==> config.mk <==
export PLATFORM = sky130hd
export DESIGN_NAME = cross_bus_receiver
export DESIGN_NICKNAME = d
export VERILOG_FILES = /design/src/rtl/cross_bus_receiver.sv
export SDC_FILE = /design/constraint.sdc
export NUM_CORES = 1
export LEC_CHECK = 0
export BUFFER_PORTS_ARGS = -buffer_cell sky130_fd_sc_hd__buf_4
export CORE_AREA = 2 2 82 68
export DETAILED_ROUTE_END_ITERATION = 6
export DIE_AREA = 0 0 84 70
export HOLD_SLACK_MARGIN = 0.02
export PLACE_DENSITY_LB_ADDON = 0.25
export SLEW_MARGIN = 5
export SYNTH_ARGS = -nofsm -noshare
export SYNTH_HDL_FRONTEND = slang
export SYNTH_SLANG_ARGS = --single-unit
==> constraint.sdc <==
create_clock -name clkB -period 3.05 [get_ports clkB]
set_clock_uncertainty 0.1 [all_clocks]
set_input_delay 0.61 -clock clkB [delete_from_list [all_inputs] [get_ports clkB]]
set_output_delay 0.61 -clock clkB [all_outputs]
set_load 0.005 [all_outputs]
==> src/rtl/cross_bus_receiver.sv <==
// cross_bus_receiver: destination-domain (clkB) capture side of the toggle-flag
// bus crossing. Each single-cycle flag pulse deposits BusIn into a small
// first-word-fall-through FIFO. The FIFO drains on a valid/ready stream.
// The crossing cannot be stalled, so a pulse that arrives while the FIFO is
// full (and nothing pops that cycle) is dropped. Drops are counted and flagged.
module cross_bus_receiver #(
    parameter int size       = 7,
    parameter int DEPTH_LOG2 = 2
) (
    input  logic                  clkB,
    input  logic                  rstB,
    input  logic                  FlagIn_clkB,
    input  logic [size:0]         BusIn,
    output logic [size:0]         DataOut,
    output logic                  Valid_clkB,
    input  logic                  Ready_clkB,
    output logic [DEPTH_LOG2:0]   Count,
    output logic                  Overflow_clkB,
    output logic [7:0]            DropCount,
    input  logic                  ClearOverflow
);

    localparam int DEPTH = 1 << DEPTH_LOG2;
    // Count value meaning "all slots occupied": only the top bit is set.
    localparam logic [DEPTH_LOG2:0] FULL_CNT = {1'b1, {DEPTH_LOG2{1'b0}}};

    logic [size:0]         mem [DEPTH];
    logic [DEPTH_LOG2-1:0] wr_ptr;
    logic [DEPTH_LOG2-1:0] rd_ptr;
    logic [DEPTH_LOG2:0]   count_q;
    logic                  overflow_q;
    logic [7:0]            drop_cnt_q;

    logic full;
    logic valid;
    logic pop;
    logic push;
    logic drop;

    // Handshake decode. A pop frees a slot in the same cycle, so a full FIFO
    // can still accept a word whenever the consumer is taking one.
    always_comb begin
        full  = (count_q == FULL_CNT);
        valid = (count_q != '0);
        pop   = valid & Ready_clkB;
        push  = FlagIn_clkB & (~full | pop);
        drop  = FlagIn_clkB & full & ~pop;
    end

    // Storage array. It is not reset; its contents are unobservable while
    // the FIFO is empty because DataOut is masked.
    always_ff @(posedge clkB) begin
        if (push && !rstB)
            mem[wr_ptr] <= BusIn;
    end

    // Pointers and occupancy. Pointers wrap naturally at the depth.
    always_ff @(posedge clkB) begin
        if (rstB) begin
            wr_ptr  <= '0;
            rd_ptr  <= '0;
            count_q <= '0;
        end else begin
            if (push)
                wr_ptr <= wr_ptr + 1'b1;
            if (pop)
                rd_ptr <= rd_ptr + 1'b1;
            case ({push, pop})
                2'b10:   count_q <= count_q + 1'b1;
                2'b01:   count_q <= count_q - 1'b1;
                default: count_q <= count_q;
            endcase
        end
    end

    // Overflow bookkeeping. A drop in the same cycle as a clear wins, so the
    // fresh drop is never lost: the flag stays set and the count restarts at 1.
    always_ff @(posedge clkB) begin
        if (rstB) begin
            overflow_q <= 1'b0;
            drop_cnt_q <= '0;
        end else if (drop) begin
            overflow_q <= 1'b1;
            if (ClearOverflow)
                drop_cnt_q <= 8'd1;
            else if (drop_cnt_q != 8'hFF)
                drop_cnt_q <= drop_cnt_q + 8'd1;
        end else if (ClearOverflow) begin
            overflow_q <= 1'b0;
            drop_cnt_q <= '0;
        end
    end

    // Outputs depend on registers only; the head word is masked when empty.
    always_comb begin
        Valid_clkB    = valid;
        DataOut       = valid ? mem[rd_ptr] : '0;
        Count         = count_q;
        Overflow_clkB = overflow_q;
        DropCount     = drop_cnt_q;
    end

endmodule

==> report_table.html <==
<table>
<tr><th>Metric</th><th>Value</th></tr>
<tr><th colspan="2">Clocking</th></tr>
<tr><td>H-tree Lvls</td><td>2</td></tr>
<tr><td>Number of resized instances in the post-cts repair step</td><td>0</td></tr>
<tr><td>Clock buffers created by TritonCTS</td><td>5</td></tr>
<tr><td>Number of clock sinks seen by CTS</td><td>50</td></tr>
<tr><td>Post-CTS setup buffer count</td><td>0</td></tr>
<tr><td>Later-pin clock latency in the skew report</td><td>~0.30 ns</td></tr>
<tr><td>Clock tree root driver cell</td><td>clkbuf_8</td></tr>
<tr><td>CTS tree</td><td>yes</td></tr>
<tr><td>Clock input transition at the sequential cells of the worst setup and hold paths</td><td>approximately 0.090 ns</td></tr>
<tr><td>Clock Path Buffers</td><td>2</td></tr>
<tr><td>Hold buffers post-CTS</td><td>0</td></tr>
<tr><th colspan="2">Status</th></tr>
<tr><td>Run status</td><td>completed</td></tr>
<tr><th colspan="2">Power and ir drop</th></tr>
<tr><td>Combinational fraction of design power</td><td>0.260</td></tr>
<tr><td>Leak</td><td>between 0.8 and 0.9 nW</td></tr>
<tr><td>Total power density per cell area</td><td>just under 700 nW/µm²</td></tr>
<tr><td>Internal power</td><td>0.00124 W</td></tr>
<tr><td>Switching component of the power</td><td>roughly 0.00047 W</td></tr>
<tr><td>Clock network fraction of total power</td><td>0.250</td></tr>
<tr><td>Peak supply drop</td><td>around 0.00026 V</td></tr>
<tr><td>Switching share of total power</td><td>0.274</td></tr>
<tr><td>Sequential fraction of design power</td><td>0.490</td></tr>
<tr><th colspan="2">Place</th></tr>
<tr><td>Number of buffers inserted by port buffering</td><td>33</td></tr>
<tr><td>GP Congestion</td><td>approximately 0.77</td></tr>
<tr><td>Dpl hpwl</td><td>around 2700 µm</td></tr>
<tr><td>Cell count after placement</td><td>~240</td></tr>
<tr><th colspan="2">Routing</th></tr>
<tr><td>First-iteration detailed-routing DRC count</td><td>75</td></tr>
<tr><td>Number of vias in the routed layout</td><td>1287</td></tr>
<tr><td>Detailed Route WL</td><td>about 3800 µm</td></tr>
<tr><td>Router iterations before antenna repair</td><td>4</td></tr>
<tr><td>Number of antenna-violating nets in the routed design</td><td>0</td></tr>
<tr><td>Number of vias per cell after detailed routing</td><td>about 5</td></tr>
<tr><td>Average wire per standard cell</td><td>15.2 µm</td></tr>
<tr><td>Residual DRC</td><td>0</td></tr>
<tr><th colspan="2">Finish</th></tr>
<tr><td>Count of non-filler cells in the finished layout</td><td>about 250</td></tr>
<tr><td>Area growth from synthesis to layout</td><td>19.4%</td></tr>
<tr><td>Antenna diode count</td><td>0</td></tr>
<tr><td>Fraction of layout instances using a drive strength above 1</td><td>0.278</td></tr>
<tr><td># fillers</td><td>~460</td></tr>
<tr><td>Final-stage net count</td><td>around 210</td></tr>
<tr><td>Util after Layout</td><td>0.485</td></tr>
<tr><th colspan="2">Worst setup path</th></tr>
<tr><td>Category of cells accounting for the largest share of critical-path delay</td><td>flip-flops</td></tr>
<tr><td>Startpoint of the most critical register-to-register path</td><td>Count[0]$_SDFFE_PP0P_</td></tr>
<tr><td>CP max stage cell</td><td>dfxtp_1</td></tr>
<tr><td>Critical path startpoint category</td><td>flip-flop</td></tr>
<tr><td>CP bufs+invs</td><td>1</td></tr>
<tr><td>Data required, critical path</td><td>~2.3 ns</td></tr>
<tr><td>Worst Path Class, Setup</td><td>reg -&gt; out</td></tr>
<tr><td>Maximum fanout encountered on the critical timing path</td><td>8</td></tr>
<tr><td>R2r setup slk</td><td>roughly 0.61 ns</td></tr>
<tr><td>Number of cells on the worst reg-to-reg path</td><td>8</td></tr>
<tr><td>Critical path endpoint category</td><td>primary output</td></tr>
<tr><td>Depth of the critical timing path with buffers and inverters included</td><td>3</td></tr>
<tr><td>Critical path, cell by cell</td><td>mux4_2, and2_1, buf_4</td></tr>
<tr><td>Crit path arrival time</td><td>roughly 1.9 ns</td></tr>
<tr><td>Critical Path Max Stage Delay</td><td>about 0.67 ns</td></tr>
<tr><th colspan="2">Die</th></tr>
<tr><td>Overall die area</td><td>just under 6000 µm²</td></tr>
<tr><td>Height of the die</td><td>70 µm</td></tr>
<tr><td>Core Box Area</td><td>about 5200 µm²</td></tr>
<tr><td>Die outline width</td><td>between 80 and 90 µm</td></tr>
<tr><td>Starting density of the core</td><td>0.407</td></tr>
<tr><td>Number of cell rows</td><td>24</td></tr>
<tr><td>Number of top-level pins</td><td>34</td></tr>
<tr><th colspan="2">Logic synthesis</th></tr>
<tr><td>Yosys warns</td><td>0</td></tr>
<tr><td>Post-synthesis cell type count</td><td>31</td></tr>
<tr><td>Leading register cell type out of synthesis</td><td>edfxtp_1</td></tr>
<tr><td>Synth area leader</td><td>edfxtp_1</td></tr>
<tr><td>Number of enable-type register cells in the synthesized netlist</td><td>32</td></tr>
<tr><td>Post-synthesis instance area</td><td>roughly 2100 µm²</td></tr>
<tr><td>Sequential-to-total area share from yosys stat</td><td>0.626</td></tr>
<tr><td>Synth Register Bits</td><td>50</td></tr>
<tr><td>Leading cell type by number of instances after synthesis</td><td>edfxtp_1</td></tr>
<tr><td>Area share of the largest cell type after synthesis</td><td>0.455</td></tr>
<tr><td>Fraction of registers with async set/reset</td><td>0</td></tr>
<tr><td>Leading post-synthesis cells by instance count</td><td>edfxtp_1, dfxtp_1, and2_1, a21oi_1, nor2_1</td></tr>
<tr><td>Average size of a mapped cell</td><td>about 14 µm²</td></tr>
<tr><td>Number of instances in the synthesized netlist</td><td>roughly 150</td></tr>
<tr><td>Area contributors post-synth</td><td>edfxtp_1, dfxtp_1, mux4_2</td></tr>
<tr><td>Synth Net Count</td><td>172</td></tr>
<tr><th colspan="2">Flow run</th></tr>
<tr><td>Max cap viols</td><td>0</td></tr>
<tr><th colspan="2">Timing</th></tr>
<tr><td>Setup-failing EPs final</td><td>0</td></tr>
<tr><td>RSZ-0062 raised after global routing</td><td>false</td></tr>
<tr><td>Final Max Tran Viols</td><td>0</td></tr>
<tr><td>Final Hold Vio Count</td><td>0</td></tr>
<tr><td>Final critical delay including setup and external delays</td><td>2.57 ns</td></tr>
<tr><td>Max-Slew Margin vs Limit</td><td>0.636</td></tr>
<tr><td>Fin Setup TNS</td><td>0 ns</td></tr>
<tr><td>Post-route clock period utilization</td><td>0.842</td></tr>
<tr><td>Achievable clock frequency</td><td>around 390 MHz</td></tr>
<tr><td>Measured slew at the worst slew-check pin</td><td>between 0.5 and 0.6 ns</td></tr>
<tr><th colspan="2">GRT</th></tr>
<tr><td>Total global routing track utilization</td><td>0.142</td></tr>
<tr><td>Global-route wire length before repair</td><td>around 6400 µm</td></tr>
<tr><td>Via count of the first global-routing pass</td><td>roughly 1300</td></tr>
<tr><td>Antenna violations before repair</td><td>0</td></tr>
<tr><td>Overflow left after global routing</td><td>0</td></tr>
<tr><td>Maximum number of pins on one net before global-route repair</td><td>16</td></tr>
<tr><th colspan="2">Hold path</th></tr>
<tr><td>Count of cells along the worst hold path</td><td>2</td></tr>
<tr><td>Class of the tightest hold or removal check</td><td>reg -&gt; reg</td></tr>
<tr><td>Source of the worst hold timing path</td><td>Overflow_clkB$_SDFFE_PP0P_</td></tr>
</table>
[per-stage QoR]
| stage | instance area, µm² | worst slack, ns | power [W] | hold slack (ns) |
|---|---|---|---|---|
| 2_1_floorplan | 2110 | 0.606 | 0.00111 | 0.366 |
| 3_3_place_gp | 2420 | 0.413 | 0.00130 | 0.358 |
| 3_5_place_dp | 2420 | 0.321 | 0.00131 | 0.382 |
| 4_1_cts | 2520 | 0.436 | 0.00173 | 0.394 |
| 5_1_grt | 2520 | 0.314 | 0.00182 | 0.392 |
| 6_report | 2520 | 0.481 | 0.00171 | 0.390 |
[routing by layer]
layer	vias to the layer above	routed length, µm	track usage
met4	0	74	0.0538
met3	9	152	0.0402
met2	30	1890	0.236
li1	622	-	-
met5	-	0	0
met1	626	1710	0.177
[layout make-up]
class | count | area [µm²] | share of cell area
flip-flops and latches | 50 | 1320 | 0.524
multi-input cells | 90 | 743 | 0.295
repair buffers | 33 | 248 | 0.0983
clock buffers | 7 | 97.6 | 0.0387
well taps | 65 | 81.3 | 0.0323
inverters | 6 | 22.5 | 0.00893
clock inverters | 1 | 7.51 | 0.00298
[worst paths after layout]
check	endpoint
max	DataOut[1]
min	Overflow_clkB$_SDFFE_PP0P_
max reg2reg	Count[2]$_SDFFE_PP0P_
min reg2reg	Overflow_clkB$_SDFFE_PP0P_
[power by group through the flow]
stage          sequential, W  combinational (W)  clock (W)
4_1_cts             0.000840           0.000456   0.000437
6_report            0.000838           0.000445   0.000427
2_1_floorplan       0.000820           0.000288          0
3_3_place_gp        0.000853           0.000447          0
3_5_place_dp        0.000856           0.000454          0
5_1_grt             0.000853           0.000494   0.000469
[placed cells by master (no fill, tap or decap), types with 3 or more instances in the layout]
cell type	n
edfxtp_1	32
ha_1	6
buf_4	33
o21ai_0	3
xor2_1	3
nor2_1	10
or4_1	3
nand2_1	5
or3_1	4
clkbuf_8	5
a21oi_1	10
dfxtp_1	18
mux4_2	8
and2_1	15
inv_1	6
o31ai_1	3
[worst min-delay path, delay by kind of cell, from the launching register on]
kind	cells	cell delay, ns
simple gates	1	0.07
flops	1	0.32
compound gates	1	0.06
[cell families (layout without fill, tap and decap cells)]
logic type / Yosys count / count (layout) / share of synthesized area
multiplexers: 9 / 9 / 0.0900
AND/OR/NAND/NOR: 49 / 49 / 0.140
flip-flops: 50 / 50 / 0.626
adder cells (fa/ha/maj): 7 / 7 / 0.0450
buffers and inverters: 12 / 47 / 0.0225
AO/OA/AOI/OAI: 20 / 20 / 0.0557
XOR/XNOR: 5 / 5 / 0.0207
[sequential cells by signal, summed over array words and instances, names as in the netlist, named ones only]
register and flops:
wr_ptr 2, rd_ptr 2, Count 3, mem 32
Overflow_clkB 1, DropCount 8
No activity file was read; power rests on OpenSTA's default activity.
